### src/rtl/fma16_round_if.sv
// fma16_round_if: handshake and data bundle for the fma16 rounding stage.
//   master : upstream/downstream environment (drives operands, out_ready, flags_clr)
//   slave  : rounding stage (drives in_ready, result, per-op and sticky flags)
//   Signals: in_valid/in_ready, sum[15:0], fullSum[FW-1:0], nSigFlag[1:0],
//            lostsign, roundmode[1:0], out_valid/out_ready, result[15:0],
//            of, nx, flags_clr, sticky_of, sticky_nx
interface fma16_round_if #(
    parameter int FW = 34
);
    logic          in_valid;
    logic          in_ready;
    logic [15:0]   sum;
    logic [FW-1:0] fullSum;
    logic [1:0]    nSigFlag;
    logic          lostsign;
    logic [1:0]    roundmode;
    logic          out_valid;
    logic          out_ready;
    logic [15:0]   result;
    logic          of;
    logic          nx;
    logic          flags_clr;
    logic          sticky_of;
    logic          sticky_nx;

    modport master (
        output in_valid, sum, fullSum, nSigFlag, lostsign, roundmode,
               out_ready, flags_clr,
        input  in_ready, out_valid, result, of, nx, sticky_of, sticky_nx
    );

    modport slave (
        input  in_valid, sum, fullSum, nSigFlag, lostsign, roundmode,
               out_ready, flags_clr,
        output in_ready, out_valid, result, of, nx, sticky_of, sticky_nx
    );
endinterface

### src/rtl/fma16_round.sv
// fma16_round: two-stage IEEE half-precision rounding stage following the
// fma16 add/normalize stage.
//   clk     : clock
//   reset_n : asynchronous active-low reset, drops all in-flight ops
//   bus     : fma16_round_if.slave -- operand handshake in, result handshake
//             out, per-op of/nx, sticky_of/sticky_nx with flags_clr
// Stage 1 captures the operand and reduces fullSum to L/G/S bits.
// Stage 2 applies the rounding mode, saturates on overflow and registers
// the result. in_ready is combinational from out_ready (no skid buffer).
module fma16_round #(
    parameter int FW = 34
) (
    input logic          clk,
    input logic          reset_n,
    fma16_round_if.slave bus
);
    localparam int NF = 10;
    localparam int LB = FW - 1 - NF;   // position of the kept-fraction LSB

    typedef enum logic [1:0] {
        MODE_RZ  = 2'b00,
        MODE_RNE = 2'b01,
        MODE_RM  = 2'b10,
        MODE_RP  = 2'b11
    } rmode_e;

    // Handshake
    logic s1_adv, s2_adv;

    // Stage 1 registers
    logic        s1_valid_q;
    logic [15:0] s1_sum_q;
    rmode_e      s1_rm_q;
    logic        s1_ls_q;
    logic [1:0]  s1_nsig_q;
    logic        s1_l_q, s1_g_q, s1_s_q;
    logic        s1_l_d, s1_g_d, s1_s_d;

    // Stage 2 registers
    logic        s2_valid_q;
    logic [15:0] result_q, result_d;
    logic        of_q, of_d;
    logic        nx_q, nx_d;

    // Sticky flags
    logic        sticky_of_q, sticky_of_d;
    logic        sticky_nx_q, sticky_nx_d;

    // Upper significand bits are already represented by sum.
    logic unused_hi;
    assign unused_hi = ^bus.fullSum[FW-1:LB+1];

    assign s2_adv       = ~s2_valid_q | bus.out_ready;
    assign s1_adv       = ~s1_valid_q | s2_adv;
    assign bus.in_ready = s1_adv;

    // A dominated (discarded) term is nonzero but below the guard position.
    always_comb begin
        s1_l_d = bus.fullSum[LB];
        s1_g_d = bus.fullSum[LB-1];
        s1_s_d = |bus.fullSum[LB-2:0];
        if (bus.nSigFlag != 2'b00) begin
            s1_l_d = bus.sum[0];
            s1_g_d = 1'b0;
            s1_s_d = 1'b1;
        end
    end

    always_ff @(posedge clk or negedge reset_n) begin
        if (!reset_n) begin
            s1_valid_q <= 1'b0;
            s1_sum_q   <= '0;
            s1_rm_q    <= MODE_RZ;
            s1_ls_q    <= 1'b0;
            s1_nsig_q  <= '0;
            s1_l_q     <= 1'b0;
            s1_g_q     <= 1'b0;
            s1_s_q     <= 1'b0;
        end else if (s1_adv) begin
            s1_valid_q <= bus.in_valid;
            if (bus.in_valid) begin
                s1_sum_q  <= bus.sum;
                s1_rm_q   <= rmode_e'(bus.roundmode);
                s1_ls_q   <= bus.lostsign;
                s1_nsig_q <= bus.nSigFlag;
                s1_l_q    <= s1_l_d;
                s1_g_q    <= s1_g_d;
                s1_s_q    <= s1_s_d;
            end
        end
    end

    // Stage 2 rounding
    logic        sgn, away, rnd_base, rnd, dec, ovf;
    logic [14:0] mag, mag_rnd;

    always_comb begin
        sgn  = s1_sum_q[15];
        mag  = s1_sum_q[14:0];
        // mode rounds away from zero for this sign (toward its infinity)
        away = ((s1_rm_q == MODE_RP) & ~sgn) | ((s1_rm_q == MODE_RM) & sgn);

        case (s1_rm_q)
            MODE_RNE: rnd_base = s1_g_q & (s1_l_q | s1_s_q);
            MODE_RZ:  rnd_base = 1'b0;
            default:  rnd_base = away & (s1_g_q | s1_s_q);
        endcase

        rnd = rnd_base;
        dec = 1'b0;
        // An opposite-sign discarded term pulls the true magnitude just
        // below sum; modes that round toward zero then step down one ulp.
        if (s1_nsig_q != 2'b00 && s1_ls_q != sgn) begin
            rnd = 1'b0;
            dec = (s1_rm_q != MODE_RNE) & ~away;
        end

        mag_rnd = mag;
        if (rnd)
            mag_rnd = mag + 15'd1;
        else if (dec && mag != '0)
            mag_rnd = mag - 15'd1;

        ovf = (mag_rnd[14:10] == 5'h1f) | (mag[14:10] == 5'h1f);

        if (ovf) begin
            result_d = {sgn, ((s1_rm_q == MODE_RNE) | away) ? 15'h7C00 : 15'h7BFF};
            of_d     = 1'b1;
            nx_d     = 1'b1;
        end else begin
            result_d = {sgn, mag_rnd};
            of_d     = 1'b0;
            nx_d     = s1_g_q | s1_s_q;
        end
    end

    always_ff @(posedge clk or negedge reset_n) begin
        if (!reset_n) begin
            s2_valid_q <= 1'b0;
            result_q   <= '0;
            of_q       <= 1'b0;
            nx_q       <= 1'b0;
        end else if (s2_adv) begin
            s2_valid_q <= s1_valid_q;
            if (s1_valid_q) begin
                result_q <= result_d;
                of_q     <= of_d;
                nx_q     <= nx_d;
            end
        end
    end

    // A transfer coinciding with a clear leaves exactly that op's flags.
    always_comb begin
        sticky_of_d = sticky_of_q;
        sticky_nx_d = sticky_nx_q;
        if (s2_valid_q && bus.out_ready) begin
            sticky_of_d = (bus.flags_clr ? 1'b0 : sticky_of_q) | of_q;
            sticky_nx_d = (bus.flags_clr ? 1'b0 : sticky_nx_q) | nx_q;
        end else if (bus.flags_clr) begin
            sticky_of_d = 1'b0;
            sticky_nx_d = 1'b0;
        end
    end

    always_ff @(posedge clk or negedge reset_n) begin
        if (!reset_n) begin
            sticky_of_q <= 1'b0;
            sticky_nx_q <= 1'b0;
        end else begin
            sticky_of_q <= sticky_of_d;
            sticky_nx_q <= sticky_nx_d;
        end
    end

    assign bus.out_valid = s2_valid_q;
    assign bus.result    = result_q;
    assign bus.of        = of_q;
    assign bus.nx        = nx_q;
    assign bus.sticky_of = sticky_of_q;
    assign bus.sticky_nx = sticky_nx_q;
endmodule

### src/flat_wrapper.sv
// flat-port wrapper written by rule: the top's interface ports become plain ports
module fma16_round_flat 
#(
    parameter int FW = 34
)
  (clk, reset_n, bus_in_valid, bus_sum, bus_fullSum, bus_nSigFlag, bus_lostsign, bus_roundmode, bus_out_ready, bus_flags_clr, bus_in_ready, bus_out_valid, bus_result, bus_of, bus_nx, bus_sticky_of, bus_sticky_nx);
  fma16_round_if #(.FW(FW)) bus_i ();
  input logic clk;
  input logic reset_n;
  input wire logic [$bits(bus_i.in_valid)-1:0] bus_in_valid;
  input wire logic [$bits(bus_i.sum)-1:0] bus_sum;
  input wire logic [$bits(bus_i.fullSum)-1:0] bus_fullSum;
  input wire logic [$bits(bus_i.nSigFlag)-1:0] bus_nSigFlag;
  input wire logic [$bits(bus_i.lostsign)-1:0] bus_lostsign;
  input wire logic [$bits(bus_i.roundmode)-1:0] bus_roundmode;
  input wire logic [$bits(bus_i.out_ready)-1:0] bus_out_ready;
  input wire logic [$bits(bus_i.flags_clr)-1:0] bus_flags_clr;
  output wire logic [$bits(bus_i.in_ready)-1:0] bus_in_ready;
  output wire logic [$bits(bus_i.out_valid)-1:0] bus_out_valid;
  output wire logic [$bits(bus_i.result)-1:0] bus_result;
  output wire logic [$bits(bus_i.of)-1:0] bus_of;
  output wire logic [$bits(bus_i.nx)-1:0] bus_nx;
  output wire logic [$bits(bus_i.sticky_of)-1:0] bus_sticky_of;
  output wire logic [$bits(bus_i.sticky_nx)-1:0] bus_sticky_nx;
  assign bus_i.in_valid = bus_in_valid;
  assign bus_i.sum = bus_sum;
  assign bus_i.fullSum = bus_fullSum;
  assign bus_i.nSigFlag = bus_nSigFlag;
  assign bus_i.lostsign = bus_lostsign;
  assign bus_i.roundmode = bus_roundmode;
  assign bus_i.out_ready = bus_out_ready;
  assign bus_i.flags_clr = bus_flags_clr;
  assign bus_in_ready = bus_i.in_ready;
  assign bus_out_valid = bus_i.out_valid;
  assign bus_result = bus_i.result;
  assign bus_of = bus_i.of;
  assign bus_nx = bus_i.nx;
  assign bus_sticky_of = bus_i.sticky_of;
  assign bus_sticky_nx = bus_i.sticky_nx;
  fma16_round #(.FW(FW)) u_core (.clk(clk), .reset_n(reset_n), .bus(bus_i));
endmodule
### config.mk
export PLATFORM = sky130hd
export DESIGN_NAME = fma16_round_flat
export DESIGN_NICKNAME = d
export VERILOG_FILES = /design/src/rtl/fma16_round_if.sv /design/src/rtl/fma16_round.sv /design/src/flat_wrapper.sv
export SDC_FILE = /design/constraint.sdc
export NUM_CORES = 1
export LEC_CHECK = 0
export ABC_CLOCK_PERIOD_IN_PS = 2350
export BUFFER_PORTS_ARGS = -buffer_cell sky130_fd_sc_hd__buf_2
export CAP_MARGIN = 20
export CORE_ASPECT_RATIO = 1.4
export CORE_UTILIZATION = 40
export DETAILED_ROUTE_END_ITERATION = 10
export GPL_ROUTABILITY_DRIVEN = 0
export PLACE_DENSITY_LB_ADDON = 0.2
export RECOVER_POWER = 50
export SYNTH_ARGS = -nofsm -noshare
export SYNTH_HDL_FRONTEND = slang
export SYNTH_SLANG_ARGS = --single-unit
### constraint.sdc
create_clock -name clk -period 2.35 [get_ports clk]
set_input_delay 0.235 -clock clk [delete_from_list [all_inputs] [get_ports clk]]
set_output_delay 0.235 -clock clk [all_outputs]
set_load 0.02 [all_outputs]
### Yosys cells after proc, flatten, opt, wreduce, memory -nomap -nowiden

Cells that the tools add are included.

| storage, ports and cells | value |
|---|---|
| register bits after elaboration | 46 |
| latch bits | 0 |
| memory bits (writable) | 0 |
| bits in read-only memories | 0 |
| input bits | 60 |
| output and inout bits | 22 |
| logic and storage cells | 67 |
| memories | 0 |

| cells by class | value |
|---|---|
| add/subtract/negate cells | 2 |
| $mul | 0 |
| divide/modulo/power cells | 0 |
| magnitude comparators | 0 |
| equality and inequality tests | 7 |
| shift-type cells | 0 |
| multiplexer cells | 16 |
| bitwise logic cells | 18 |
| reductions and logical operators | 10 |

Operators by type and width:

| operator | number |
|---|---|
| $mux 15 | 3 |
| $reduce_or 22->1 | 1 |
| $add 15x1->15 const B | 1 |
| $reduce_bool 15->1 | 1 |
| $sub 15x1->15 const B | 1 |
| $mux 1 | 11 |
| $mux 11 | 1 |
| $eq 5x5->1 const B | 2 |
| $or 1x1->1 | 9 |
| $and 1x1->1 | 5 |
| $eq 2x2->1 const B | 2 |
| $not 1->1 | 4 |
| $reduce_and 2->1 | 2 |
| $reduce_bool 2->1 | 2 |
| $logic_and 1x1->1 | 3 |
| $eq 2x1->1 const B | 1 |
| $logic_not 2->1 | 1 |
| $ne 2x1->1 const B | 1 |
| $pmux 1 s2 | 1 |
| $ne 1x1->1 | 1 |

### Depth between registers and ports, before layout

Gate-level depths: netlist of the first run.

| logic depth | value |
|---|---|
| word-level depth | 12 |
| depth in mapped cells | 10 |

### Worst setup path after synthesis of the first run

No wires, ideal clock.

| path | value |
|---|---|
| path kind | register -> register |
| start point | register u_core.s1_sum_q[6] |
| end point | register u_core.result_q[2], in the netlist u_core.bus.result[2] |
| arrival time | 2,504 ps |
| required time | 2,260 ps |
| setup slack | -245 ps |
| stages on the path, launching flop included | 10 |
| path buffers | 2 |
| cells stage by stage | dfrtp_1 > buf_6 > or4_4 > a211oi_2 > nand2_1 > o31ai_2 > xnor2_1 > o41a_1 > buf_6 > o221ai_1 |

| between the ends | value |
|---|---|
| word-level cells in the longest chain between the ends | 7 |
| elaborated cells between the ends (all ways) | 9 |
| classes of those cells | add/sub (2); eq/ne (1); mux (3); bitwise (1); reduce/logical (2) |

RTL lines:

| what | line | text |
|---|---|---|
| start, declared | fma16_round.sv:32 | `logic [15:0] s1_sum_q;` |
| start signal, assigned | fma16_round.sv:82 | `s1_sum_q <= bus.sum;` |
| parallel branches: the longest is 3 deep, another holds $sub 15x1->15 | - |  |
| $mux 15 * | fma16_round.sv:119 | `if (rnd)` |
| $eq 5x5->1 | fma16_round.sv:124 | `ovf = (mag_rnd[14:10] == 5'h1f) \| (mag[14:10] == 5'h1f);` |
| $or 1x1->1 | fma16_round.sv:124 |  |
| $mux 15 * | fma16_round.sv:126 | `if (ovf) begin` |
| end signal, assigned | fma16_round.sv:146 | `result_q <= result_d;` |
| end, declared | fma16_round.sv:41 | `logic [15:0] result_q, result_d;` |

Every way passes the cells marked *.
A chain may end at the register's enable or synchronous reset.

### Worst setup path in the final report of the first run

| path | value |
|---|---|
| start point | register u_core.s1_rm_q[0] |
| end point | register u_core.result_q[8], in the netlist u_core.bus.result[8] |

| between the ends | value |
|---|---|
| word-level cells in the longest chain between the ends | 12 |
| elaborated cells between the ends (all ways) | 22 |
| classes of those cells | eq/ne (5); mux (7); bitwise (8); reduce/logical (2) |

RTL lines:

| what | line | text |
|---|---|---|
| start, declared | fma16_round.sv:33 | `rmode_e s1_rm_q;` |
| start signal, assigned | fma16_round.sv:83 | `s1_rm_q <= rmode_e'(bus.roundmode);` |
| $eq 2x2->1 | fma16_round.sv:101 | `away = ((s1_rm_q == MODE_RP) & ~sgn) \| ((s1_rm_q == MODE_RM) & sgn);` |
| $and 1x1->1 | fma16_round.sv:101 |  |
| $or 1x1->1 | fma16_round.sv:101 |  |
| $not 1->1 | fma16_round.sv:115 | `dec = (s1_rm_q != MODE_RNE) & ~away;` |
| $and 1x1->1 | fma16_round.sv:115 |  |
| $mux 1 | fma16_round.sv:113 | `if (s1_nsig_q != 2'b00 && s1_ls_q != sgn) begin` |
| $logic_and 1x1->1 | fma16_round.sv:121 | `else if (dec && mag != '0)` |
| $mux 15 | fma16_round.sv:121 |  |
| $mux 15 | fma16_round.sv:119 |  |
| $eq 5x5->1 | fma16_round.sv:124 |  |
| $or 1x1->1 | fma16_round.sv:124 |  |
| $mux 15 * | fma16_round.sv:126 |  |

Every way passes the cells marked *; elsewhere a longest branch is shown, timed or not.

==> out/metrics.yaml, run 1 <==
htree_levels: 2
required_ns: 2.56
ys_types: 51
root_buffer: "clkbuf_8"
avgViaCountPerCell: 5.36
drtAntennaViolNets: 0
synth_seq_cells: 46
max_stage_delay_ns: 0.45
io_buffers: 71
hold_class: "in2reg"
end_kind: "flip-flop"
netlist_instances: 282
layout-drive-gt1-share: 0.392
drtIter0Drc: 87
slew_violations: 0
area_growth_pct: 37.3
firstDrtPassIters: 7
crit_start: "u_core.s1_rm_q[0]"
setup_violations: 12
power_per_cell_area_mw_per_mm2: 684
violations: "DRC, setup timing"
diodes: 0
cts_sinks: 46
dp_slack_ns: -0.246
yosysSeqAreaShare: 0.428
coreArea_mm2: 0.00653
cts_buffers: 5
initial_core_util: 0.413
fp.dieH_um: 99.1
dp_cells: 463
worst_path_max_delay_cell: "dfrtp_2"
vias: 2548
grt_pass1_vias: 2445
rsz0062_at_grt: "yes"
drc_errors: 5
synth-main-ff-cell: "dfrtp_1"
fin_crit_sh: 1.04
synth_fp_nets: 345
layoutNonFillerInstCount: 475
wl_per_cell_um: 14.0
critPathMaxFanout: 12
holdWs_ns: 0.119
grt_pass1_wl_mm: 10.9
hpwl_mm: 5.23
cpMostUsedCell: "buf_4"
ios: 82
startpoint_type: "flip-flop"
syn_area_per_cell_um2: 9.55
crit_chain: "buf_4 > buf_4 > o311a_4 > nor4_4 > a221o_1 > nor2_1 > o41a_1 > buf_6 > o221ai_1"
p_leak_nw: 1.57
nets: 463
max-cap-violations: 0
overflow: 0
fin_ws_ns: -0.0935
max_freq_ghz: 0.409
antenna_found_initial: 0
yosysWarnings: 0
die_w_um: 71.3
ir_worst_vdd_uv: 351
die_area_mm2: 0.00707
r2r_start: "u_core.s1_rm_q[0]"
cts_buffer_depth: 2
grt_max_degree: 28
synth_edf_count: 0
timing_worst_setup_path_type: "reg2reg"
rows: 35
fin_crit_ns: 2.44
grt_usage: 0.194
worstSkewPairLatency_ns: 0.29
r2r-end: "u_core.bus.result[8]"
max_slew_margin: 0.0687
crit_arrival_ns: 2.65
reg2reg_slack_ns: -0.09
final_hold_viol_count: 0
async_flop_share: 1.00
worstMarginPinSlew_ns: 1.40
drt-total-wl_mm: 6.66
clk_pin_slew_ns: 0.08
status: "finished, violations left"
worst_clock_skew_ns: 0.00383
reg2reg_depth: 9
synthesis.area_mm2: 0.00269
cp-endpoint: "u_core.bus.result[8]"
tritoncts: "yes"
worst min path at each step:
stage	startpoint	to	slack, ns	cells after the start
final	bus_flags_clr	u_core.bus.sticky_nx	0.12	2
after global routing	bus_flags_clr	u_core.bus.sticky_of	0.13	2
after CTS	bus_flags_clr	u_core.bus.sticky_nx	0.11	2
after detailed placement	reset_n	u_core.bus.sticky_of	0.27	1
after global placement	reset_n	u_core.bus.sticky_of	0.26	1
after floorplan	reset_n	u_core.bus.nx	-0.06	0
sequential cells by signal, indices dropped and copies added (netlist names):
name	cells
u_core.bus.result	16
u_core.s1_sum_q	16
u_core.s1_nsig_q	2
u_core.s1_rm_q	2
u_core.bus.nx	1
u_core.bus.of	1
u_core.bus.out_valid	1
u_core.bus.sticky_nx	1
u_core.bus.sticky_of	1
u_core.s1_g_q	1
u_core.s1_l_q	1
u_core.s1_ls_q	1
u_core.s1_s_q	1
u_core.s1_valid_q	1
routing by layer:
layer,wire length [um],share of wire,vias up,track usage
li1,-,-,1277,-
met1,2830,0.43,1182,0.233
met2,3400,0.51,77,0.344
met3,269,0.040,12,0.0256
met4,151,0.023,0,0.0831
met5,0,0,-,0
cells in the mapped netlist (all sizes together), types with 6 or more instances:
| cell type | number | area share |
|---|---|---|
| nor2 | 21 | 0.029 |
| nor3 | 7 | 0.013 |
| nor4 | 16 | 0.047 |
| nand4 | 6 | 0.014 |
| o21ai | 12 | 0.022 |
| clkbuf | 7 | 0.0098 |
| xnor2 | 12 | 0.039 |
| and3 | 6 | 0.014 |
| inv | 7 | 0.0098 |
| mux2 | 22 | 0.092 |
| a21oi | 8 | 0.015 |
| buf | 9 | 0.023 |
| nand2 | 40 | 0.056 |
| o221ai | 10 | 0.033 |
| dfrtp | 46 | 0.43 |
| nand3 | 10 | 0.019 |
power by group:
part / internal, mW / switching [mW] / leakage [nW]
combinational: 0.437 / 0.559 / 0.981
clock: 0.237 / 0.253 / 0.0482
sequential: 0.940 / 0.101 / 0.543
total: 1.61 / 0.913 / 1.57
stage by stage:
step	setup TNS, ns	total power [mW]	instance area [um2]	util
2_1_floorplan	-1.24	1.62	2750	-
3_3_place_gp	-1.64	2.00	3500	0.536
3_5_place_dp	-2.64	2.02	3500	0.536
4_1_cts	-1.34	2.55	3670	0.563
5_1_grt	-2.42	2.69	3700	0.567
6_report	-0.853	2.53	3700	0.567
layout by cell type, fill, tap and decap left out, types with 4 or more instances in the layout:
cell type,n
o221ai_1,10
buf_2,49
nor2_1,20
nand2_1,40
o21ai_0,8
inv_1,7
xnor2_1,10
nor4_1,8
nand4_1,6
nor4_2,5
o21ai_1,4
mux2_2,21
nand3_1,10
nor3_1,6
clkbuf_1,24
and3_1,6
buf_4,53
a21oi_1,8
xor2_1,4
clkbuf_8,6
dfrtp_1,44
logic make-up after synthesis:
logic type      Yosys count  share of synthesized area
simple gates            123                      0.240
xor+xnor                 16                     0.0520
flops                    46                      0.428
buf+inv                  23                     0.0423
mux                      23                     0.0957
fa+ha+maj                 3                     0.0139
compound gates           48                      0.129
final cells by class:
cell class | instances | area (um2)
well taps | 74 | 92.6
clock buffers | 7 | 86.3
clock inverters | 1 | 5.00
fillers | 585 | 2830
multi-input cells | 213 | 1580
repair buffers | 127 | 751
flip-flops and latches | 46 | 1150
inverters | 7 | 26.3
what timing repair did:
item                       CTS  global route
pin swaps                    6             2
hold endpoints to repair    24             0
buffers inserted             4             0
setup endpoints to repair   13            13
cloned                       0             0
resized for setup           11             9
hold buffers                 1             0
worst max-delay path: cells and delay by family, from the launching register on:
family | cells | cell delay (ns)
DFF | 1 | 0.45
and+or+nand+nor | 2 | 0.24
buffers and inverters | 3 | 0.44
AOI/OAI and AO/OA | 4 | 1.22
Note: power is estimated with default switching activity, not from simulation.
==> inputs of run 2 (changes only) <==
--- a/config.mk
+++ b/config.mk
@@ -5,6 +5,7 @@
 export SDC_FILE = /design/constraint.sdc
 export NUM_CORES = 1
 export LEC_CHECK = 0
+export ABC_AREA = 1
 export ABC_CLOCK_PERIOD_IN_PS = 2350
 export BUFFER_PORTS_ARGS = -buffer_cell sky130_fd_sc_hd__buf_2
 export CAP_MARGIN = 20
==> run 2 against run 1 <==
Compared with the run above:
- the flow now finishes without violations
- synthesized cell count increased by 45%
- register-to-register slack improved by 0.21 ns
- critical path depth increased by 7
- routed wire length rose by 1.9%
- die area is 4.5% higher
- maximum frequency is 9.5% higher
- critical endpoint unchanged
==> out/metrics.yaml, run 2 <==
tritoncts: "yes"
drtAntennaViolNets: 0  # unchanged
drt-total-wl_mm: 6.78  # +1.9%
drc_errors: 0  # -5
synth_top_area_frac: 0.409  # -0.0188
r2r_start: "u_core.s1_sum_q[1]"
setup_violations: 0  # -12
cpMostUsedCell: "nand2_1"
hpwl_mm: 5.25  # +0.39%
synth-main-ff-cell: "dfrtp_1"
worstMarginPinSlew_ns: 1.25  # -0.150 ns
nets: 555  # +20%
drtIter0Drc: 67  # -23%
fin_crit_sh: 0.950  # -0.0898
max-cap-violations: 0  # unchanged
netlist_top_cells_area: "dfrtp_1, nand2_1, nand3_1"
htree_levels: 2  # unchanged
cp-endpoint: "u_core.bus.result[8]"
timing_worst_setup_path_type: "reg2reg"
synthesis.area_mm2: 0.00282  # +4.6%
yosysWarnings: 0  # unchanged
rows: 35  # unchanged
coreArea_mm2: 0.00670  # +2.7%
rsz0062_at_grt: "yes"
grt_pass1_vias: 2619  # +7.1%
r2r-end: "u_core.bus.result[8]"
firstDrtPassIters: 4  # -3
grt_max_degree: 25  # -11%
power_per_cell_area_mw_per_mm2: 788  # +15%
max_stage_delay_ns: 0.42  # -0.03 ns
ios: 82  # unchanged
ir_worst_vdd_uv: 332  # -5.2%
avgViaCountPerCell: 4.74  # -12%
crit_chain: "ha_2 > nand2_2 > nor3_4 > and2b_2 > nand2_1 > nand2_1 > nand2_1 > nand2_1 > nand2_2 > nor2_4 > nand3_4 > clkbuf_16 > nand3_1 > nand2_1 > nand2_1 > nand2_1"
clk_pin_slew_ns: 0.10  # +0.02 ns
antenna_found_initial: 0  # unchanged
slew_violations: 0  # unchanged
io_buffers: 71  # unchanged
startpoint_type: "flip-flop"
status: "complete, no violations"
cts_buffers: 5  # unchanged
ys_types: 30  # -41%
root_buffer: "clkbuf_8"
synth_seq_cells: 46  # unchanged
max_slew_margin: 0.169  # +0.100
layout-drive-gt1-share: 0.215  # -0.177
async_flop_share: 1.00  # unchanged
crit_arrival_ns: 2.43  # -0.22 ns
diodes: 0  # unchanged
max_freq_ghz: 0.448  # +9.5%
fp.dieH_um: 101  # +2.2%
grt_usage: 0.191  # -0.00308
layout_commonest_cell: "nand2_1"
critPathMaxFanout: 5  # -7
p_leak_nw: 1.82  # +16%
fin_crit_ns: 2.23  # -0.211 ns
yosysSeqAreaShare: 0.409  # -0.0188
die_w_um: 72.9  # +2.2%
yosysTopAreaCell: "dfrtp_1"
p_total_mw: 2.78  # +10%
final_cell_mix: "nand2_1, buf_2, dfrtp_1"
end_kind: "flip-flop"
netlist_instances: 409  # +45%
hold_depth: 3  # +1
initial_core_util: 0.420  # +0.00770
final_area_mm2: 0.00353  # -4.5%
hold_class: "in2reg"
worst_clock_skew_ns: 0.0115  # +0.00770 ns
place_area_mm2: 0.00330  # -5.7%
overflow: 0  # unchanged
required_ns: 2.54  # -0.02 ns
fillCellCount: 704  # +20%
reg2reg_slack_ns: 0.12  # +0.21 ns
yosysMostFrequentCell: "nand2_1"
vias: 2775  # +8.9%
grt_pass1_wl_mm: 11.1  # +1.7%
crit_start: "u_core.s1_sum_q[1]"
synth_edf_count: 0  # unchanged
syn_area_per_cell_um2: 6.89  # -28%
die_area_mm2: 0.00739  # +4.5%
area_growth_pct: 25.4
cts_sinks: 46  # unchanged
worst_path_max_delay_cell: "dfrtp_1"
cts_buffer_depth: 2  # unchanged
synth_fp_nets: 472  # +37%
synthTopCellsByCount: "nand2_1, dfrtp_1, nor2_1"
final_hold_viol_count: 0  # unchanged
wl_per_cell_um: 11.6  # -17%
worstSkewPairLatency_ns: 0.31  # +0.02 ns
reg2reg_depth: 16  # +7
## run 2: changes by cell type after synthesis, sizes merged, moves of 10 or more
cell,change
inv,+29
o21ai,+17
nand3,+20
o221ai,-10
nor4,-11
nand2,+129
mux2,-22
xnor2,-12
nor2,+20
## run 2: kinds of logic (layout without fill, tap and decap cells)
logic type | count (synthesis) | after routing | share of synthesized area
XOR/XNOR | 11 | 11 | 0.0342
adder cells (fa/ha/maj) | 3 | 3 | 0.0133
flip-flops | 46 | 46 | 0.409
buffers and inverters | 47 | 131 | 0.0697
AO/OA/AOI/OAI | 45 | 45 | 0.0902
AND/OR/NAND/NOR | 257 | 257 | 0.384
## run 2: power by group
part           total (mW)  switching (mW)  internal (mW)  leakage (nW)
Combinational        1.15           0.769          0.385          1.22
Clock               0.503           0.288          0.215        0.0447
Sequential           1.13           0.143          0.984         0.555
## run 2: worst max-delay path, delay by kind of cell (launching register included)
kind / cells / cell delay, ns
flip-flops: 1 / 0.42
adder cells (fa/ha/maj): 1 / 0.21
buffers and inverters: 1 / 0.18
AND/OR/NAND/NOR: 14 / 1.33
## run 2: worst min-delay path by stage
stage                       from                 end  slack, ns
global route        bus_lostsign      u_core.s1_ls_q       0.13
CTS                   bus_sum[9]  u_core.s1_sum_q[9]       0.12
floorplan                reset_n       u_core.bus.nx      -0.06
global placement         reset_n  u_core.s1_sum_q[3]       0.24
finish              bus_lostsign      u_core.s1_ls_q       0.12
detailed placement       reset_n  u_core.s1_sum_q[4]       0.24
## run 2: per-layer routing
layer,wire [um],up-vias,track usage
met1,2860,1217,0.212
met4,163,0,0.0769
met5,0,-,0
met2,3510,72,0.362
met3,249,15,0.0229
li1,-,1471,-
## run 2: through the flow
stage                     hold WS [ns]   util  setup slack [ns]  TNS (ns)  instances
after floorplan                -0.0606      -             0.425         0        409
after global placement           0.237  0.492             0.134         0        569
after detailed placement         0.241  0.492            0.0883         0        569
after CTS                        0.121  0.508            0.0524         0        578
after global routing             0.130  0.527           -0.0436    -0.381        585
final                            0.123  0.527             0.118         0        585
## run 2: cell type report
type / count / area [um2] / area share
multi-input cells: 316 / 1560 / 0.443
flip-flops and latches: 46 / 1150 / 0.326
repair buffers: 87 / 470 / 0.133
inverters: 36 / 138 / 0.0390
well taps: 92 / 115 / 0.0326
clock buffers: 5 / 68.8 / 0.0195
clock inverters: 3 / 25.0 / 0.00708
## run 2: what timing repair did
| item | in CTS | in global routing |
|---|---|---|
| buffers inserted | 0 | 6 |
| hold endpoints to repair | 22 | 0 |
| hold buffers | 1 | 0 |
| endpoints found under the setup margin | 0 | 16 |
| gates resized for setup | 0 | 29 |
